File: config.mk
export PLATFORM = sky130hd
export DESIGN_NAME = swizzle_deserializer
export DESIGN_NICKNAME = d
export VERILOG_FILES = /design/src/rtl/swizzle_deserializer.sv
export SDC_FILE = /design/constraint.sdc
export NUM_CORES = 1
export LEC_CHECK = 0
export CORE_MARGIN = 2
export CORE_UTILIZATION = 35
export DETAILED_ROUTE_END_ITERATION = 16
export GPL_ROUTABILITY_DRIVEN = 0
export GPL_TIMING_DRIVEN = 0
export REMOVE_ABC_BUFFERS = 1
export SYNTH_ARGS = -nofsm -noshare
export SYNTH_HDL_FRONTEND = slang
export SYNTH_SLANG_ARGS = --single-unit
File: constraint.sdc
create_clock -name clock -period 5.6 [get_ports clock]
set_clock_uncertainty 0.15 [all_clocks]
set_input_delay 0.84 -clock clock [delete_from_list [all_inputs] [get_ports clock]]
set_output_delay 0.84 -clock clock [all_outputs]
set_load 0.01 [all_outputs]
File: src/rtl/swizzle_deserializer.sv
// Bit-serial to parallel word receiver with optional bit-order reversal.
// Define SWIZZLE_DESER_PARITY_EN to expect a trailing even-parity bit per word.
module swizzle_deserializer #(
  parameter int unsigned WIDTH   = 8,
  parameter bit          REVERSE = 1'b1
) (
  input  logic             clock,
  input  logic             reset,
  input  logic             in_valid,
  output logic             in_ready,
  input  logic             in_bit,
  output logic             out_valid,
  input  logic             out_ready,
  output logic [WIDTH-1:0] out_word,
  output logic             out_perr,
  output logic [15:0]      word_count
);

  localparam int unsigned CNT_W = $clog2(WIDTH);
  localparam int unsigned WC_W  = 16;
  localparam logic [CNT_W-1:0] LAST_BIT = CNT_W'(WIDTH - 1);

  typedef enum logic [1:0] {
    SHIFT  = 2'd0,
    PARITY = 2'd1,
    FULL   = 2'd2
  } state_e;

  state_e           state_q, state_d;
  logic [CNT_W-1:0] bit_cnt_q, bit_cnt_d;
  logic [CNT_W-1:0] bit_idx;
  logic [WIDTH-1:0] word_d;
  logic [WC_W-1:0]  count_d;
`ifdef SWIZZLE_DESER_PARITY_EN
  logic             perr_d;
`endif

  // Destination bit of the next arriving serial bit.
  assign bit_idx = REVERSE ? (LAST_BIT - bit_cnt_q) : bit_cnt_q;

  always_comb begin
    state_d   = state_q;
    bit_cnt_d = bit_cnt_q;
    word_d    = out_word;
    count_d   = word_count;
`ifdef SWIZZLE_DESER_PARITY_EN
    perr_d    = out_perr;
`endif
    case (state_q)
      SHIFT: begin
        if (in_valid) begin
          word_d[bit_idx] = in_bit;
          if (bit_cnt_q == LAST_BIT) begin
`ifdef SWIZZLE_DESER_PARITY_EN
            state_d = PARITY;
`else
            state_d = FULL;
`endif
          end else begin
            bit_cnt_d = bit_cnt_q + CNT_W'(1);
          end
        end
      end
`ifdef SWIZZLE_DESER_PARITY_EN
      PARITY: begin
        if (in_valid) begin
          perr_d  = (^out_word) ^ in_bit;
          state_d = FULL;
        end
      end
`endif
      FULL: begin
        if (out_ready) begin
          state_d   = SHIFT;
          bit_cnt_d = '0;
          count_d   = word_count + WC_W'(1);
        end
      end
      default: begin
        state_d   = SHIFT;
        bit_cnt_d = '0;
      end
    endcase
  end

  // Handshake flags are registered from the next state so they track it exactly.
  always_ff @(posedge clock or posedge reset) begin
    if (reset) begin
      state_q    <= SHIFT;
      bit_cnt_q  <= '0;
      out_word   <= '0;
      word_count <= '0;
      in_ready   <= 1'b1;
      out_valid  <= 1'b0;
    end else begin
      state_q    <= state_d;
      bit_cnt_q  <= bit_cnt_d;
      out_word   <= word_d;
      word_count <= count_d;
      in_ready   <= (state_d != FULL);
      out_valid  <= (state_d == FULL);
    end
  end

`ifdef SWIZZLE_DESER_PARITY_EN
  always_ff @(posedge clock or posedge reset) begin
    if (reset) begin
      out_perr <= 1'b0;
    end else begin
      out_perr <= perr_d;
    end
  end
`else
  assign out_perr = 1'b0;
`endif

endmodule
# Word-level counts from Yosys, hierarchy flattened
# Index checks and enable logic that the tools add are counted.
word_totals:
  mem_bits_ro: 0
  input_bits: 5
  word_cells: 34
  latch_bits: 0
  ram_bits: 0
  register_bits: 31
  n_memories: 0
  output_inout_bits: 27
classes:
  reduce_logical: 5
  multipliers: 0
  div: 0
  eq_ne: 7
  magnitude_cmp: 2
  muxes: 11
  bitwise_logic: 0
  shifts: 0
  add_sub_neg: 3
op_table:
  columns: ["op", "n"]
  rows:
  - ["adder 16 x 1 -> 16 bit, second input constant", 1]
  - ["two-way mux 3 bit", 3]
  - ["bitwise mux 8 bit", 1]
  - ["inequality test 2 bit, second input constant", 4]
  - ["two-way mux 2 bit", 3]
  - ["case mux 3 bit (2 select lines)", 1]
  - ["== test 2 bit, second input constant", 2]
  - ["< comparator 3 x 4 -> 1 bit, second input constant", 1]
  - ["case mux 2 bit (2 select lines)", 1]
  - ["AND reduction 2 bit", 2]
  - ["adder 3 x 1 -> 3 bit, second input constant", 1]
  - ["demux 1 bit (select 3 bit)", 1]
  - ["== test 3 bit, second input constant", 1]
  - [">= comparator 3 x 1 -> 1 bit, second input constant", 1]
  - ["AND reduction 3 bit", 1]
  - ["subtractor 3 bit, first input constant", 1]
  - ["logical NOT 2 bit", 1]
  - ["logical AND 1 bit", 1]
  - ["two-way mux 1 bit", 1]

# Logic depth before layout (Yosys ltp)
logic_depth:
  depth_word: 6
  depth_mapped: 6
  depth_no_buf: 6

# Worst setup path after synthesis
# OpenSTA, ideal clock, no wires.
synth_timing:
  kind: "input to register"
  start: "input out_ready"
  end: "register word_count[12]"
  t_required_ns: 5.371
  arrival_time_ns: 1.709
  slack_ns: 3.662
  setup_ns: 0.079
  cell_stages: 4
  n_path_buf: 0
  cell_sequence: "nand4b_4 -> or4_4 -> nor2_1 -> xor2_1"
synth_between:
  elab_chain_len: 1
synth_lines:
  columns: ["element", "line_no", "source"]
  rows:
  - ["from (decl)", "13", "input logic out_ready,"]
  - ["AND reduction 2 bit (no line)", null, null]
  - ["to (signal assigned)", "99", "word_count <= count_d;"]
  - ["to (decl)", "16", "output logic [15:0] word_count"]
# Every way passes these cells.
# A chain may end at the register's enable or synchronous reset.

# Worst setup path in the final report
layout_timing:
  start: "input in_valid"
  end: "register out_word[1]"
layout_between:
  elab_chain_len: 1
layout_lines:
  columns: ["element", "line_no", "source"]
  rows:
  - ["from (decl)", "9", "input logic in_valid,"]
  - ["AND reduction 2 bit (no line)", null, null]
  - ["to (signal assigned)", "98", "out_word <= word_d;"]
  - ["to (decl)", "14", "output logic [WIDTH-1:0] out_word,"]
# Every way passes these cells.

==> flow_summary.toml <==
[routing]
routedWlPerCell_microns = 12.19
drt_iter0_markers = 39
drc = 0
first_pass_iters = 4
ant_nets = 0
vias_per_cell = 4.851
route.final.wire_length_microns = 2536
vias = 1009

[pwr]
p_int_mw = 0.3529
comb_power_share = 0.113
swShare = 0.2319
p_per_area_nw_per_um2 = 250.0
vdd_drop_max_mv = 0.1316
clockPowerShare = 0.357
power.switching_mw = 0.1066
p_leak_nw = 0.8490
seqPwrFrac = 0.529

[clock_tree]
cts.path.max_buffers = 2
holdBufCountCts = 0
post-cts-setup-buffers = 0
clk_latency_ns = 0.28
cts_tree = "yes"
htreeDepth = 2
cts.sinks = 31
cts_made_buffers = 5
cts_resized = 0
cts_root_buffer = "clkbuf_8"
clk_pin_slew_ns = 0.06

[setup_path]
path_class = "input pin to register"
cpMaxStageDelayCell = "nor4b_1"
end_kind = "register"
start_kind = "input pin"
slowest_delay_ns = 0.56
reg2regPathDepth = 6
arrival_ns = 2.39
crit_fanout = 4
critPathRequiredTime_ns = 5.61
cp_cell_sequence = "clkdlybuf4s50_1 -> nor4b_1 -> nand3_1 -> mux2_2"

[finish]
final_nets = 165
areaGrowthSynthToFinish_pct = 30.46
drive_gt1_frac = 0.1456
diodes = 0

[floorplan]
pin_count = 32
die_area_sq_um = 4549
start_util = 0.3573
die_h_microns = 67.45
rows = 23
die_width_microns = 67.45
core-area_sq_um = 3943

[yosys]
synth_top_area_cell = "dfrtp_1"
synth_top_area_frac = 0.5329
synth_cells = 121
synthFlopType = "dfrtp_1"
synth_cell_types = 28
synth_area_leaders = "dfrtp_1 53%, mux2_2 8.0%, xnor2_1 6.2%"
synth_common_cells = "30 x dfrtp_1, 16 x nand2_1, 11 x nor2_1, 10 x mux2_2, 10 x xnor2_1"
yosysSeqAreaShare = 0.5515
avgSynthCellArea_sq_um = 11.64
synth.ff_latch_count = 31
synth.most_common_cell = "dfrtp_1"
syn_area_sq_um = 1409
synth_edf_count = 0
async_flop_share = 1.000
synth_warnings = 0

[timing]
max_slew_margin = 0.2391
hold_viol = 0
fin_crit_ns = 2.376
rsz0062_at_grt = "false"
setup_viol = 0
fmax_ghz = 0.4208
worst_slew_pin_slew_ns = 1.140
fin_setup_tns_ns = 0
setup_slack_ns = 3.224
timing.hold.ws_ns = 0.3224
slew_violations = 0
period_share = 0.4244

[min_path]
min_path_type = "register to register"
worst_hold_path.num_cells = 1

[global_route]
antenna_found_initial = 0
overflow = 0
first_global_vias = 1000
grt_pass1_wl_microns = 4326
grt_max_degree = 32
globalRouteTotalUtil = 0.1299

[outcome]
status = "finished, final reports clean"

[placed_design]
port_buffers = 30
dpl.hpwl_microns = 1912
dp_slack_ns = 2.920

[flow_run]
drv_cap = 0
[state kept, by name, indices dropped and copies added, names as in the netlist]
name,cells
out_valid,1
bit_cnt_q,3
word_count,16
out_word,8
state_q,2
in_ready,1
[layer usage]
| layer | GRT usage | routed length (microns) | vias up |
|---|---|---|---|
| met3 | 0.04833 | 156 | 6 |
| met4 | 0.06122 | 50 | 0 |
| met2 | 0.2215 | 1252 | 25 |
| met5 | 0 | 0 | - |
| li1 | - | - | 478 |
| met1 | 0.1429 | 1077 | 500 |
[worst paths after layout]
kind	startpoint	to	slack (ns)
max in group asynchronous	reset	word_count[4]	3.61
setup / recovery	in_valid	out_word[1]	3.22
min in group asynchronous	reset	word_count[13]	1.00
setup reg to reg	bit_cnt_q[1]	bit_cnt_q[1]	3.60
hold reg to reg	word_count[15]	word_count[15]	0.32
hold / removal	word_count[15]	word_count[15]	0.32
[metrics by stage]
| stage | cells | utilization | cell area (sq um) | power, mW |
|---|---|---|---|---|
| 2_1_floorplan | 120 | - | 1394 | 0.2716 |
| 3_3_place_gp | 200 | 0.4456 | 1757 | 0.2988 |
| 3_5_place_dp | 200 | 0.4456 | 1757 | 0.3001 |
| 4_1_cts | 208 | 0.4662 | 1838 | 0.4692 |
| 5_1_grt | 208 | 0.4662 | 1838 | 0.4857 |
| 6_report | 208 | 0.4662 | 1838 | 0.4595 |
[worst max-delay path: cells and delay by family]
kind	cells	cell delay, ns
buf+inv	1	0.52
mux	1	0.29
simple gates	2	0.73
[layout make-up]
cell class                 count  area, sq um
clock buffer                   7        76.32
multi-input combinational     84        598.1
fill                         360         2105
clock inverter                 1        5.005
sequential                    31        777.0
inverter                       5        18.77
timing repair buffer          30        300.3
tap                           50        62.56
[placed cells by master, fill, tap and decap left out]
| cell | instances |
|---|---|
| a21oi_1 | 2 |
| or2_2 | 1 |
| inv_1 | 5 |
| nor2_1 | 11 |
| clkbuf_8 | 5 |
| clkdlybuf4s50_1 | 30 |
| o21ai_0 | 1 |
| xnor2_1 | 10 |
| nor4_2 | 1 |
| nand4b_4 | 1 |
| conb_1 | 2 |
| and4bb_2 | 1 |
| nor2b_1 | 3 |
| nand2_1 | 16 |
| nand3_1 | 3 |
| a32oi_1 | 1 |
| or2b_1 | 1 |
| or4_4 | 1 |
| a22oi_1 | 2 |
| clkinv_2 | 1 |
| xor2_1 | 6 |
| dfrtp_1 | 30 |
| clkbuf_1 | 2 |
| mux2_2 | 10 |
| nand4_1 | 4 |
| and3_1 | 2 |
| ha_1 | 3 |
| nor4b_1 | 1 |
| nor2_2 | 1 |
| dfstp_2 | 1 |
[power groups by stage]
stage	clock network, mW	registers, mW	logic, mW
finish	0.164	0.243	0.0521
global route	0.183	0.245	0.0574
CTS	0.173	0.243	0.0533
detailed placement	0	0.247	0.0530
global placement	0	0.247	0.0518
floorplan	0	0.251	0.0203
[logic make-up after synthesis]
group | synth area share
DFF | 0.5515
muxes | 0.07993
xor gates and xnor gates | 0.09946
adders and majority gates | 0.02665
AOI/OAI and AO/OA | 0.02753
buffers and inverters | 0.02665
other | 0.002662
and+or+nand+nor | 0.1856
Power figures use the tool's default switching activity.
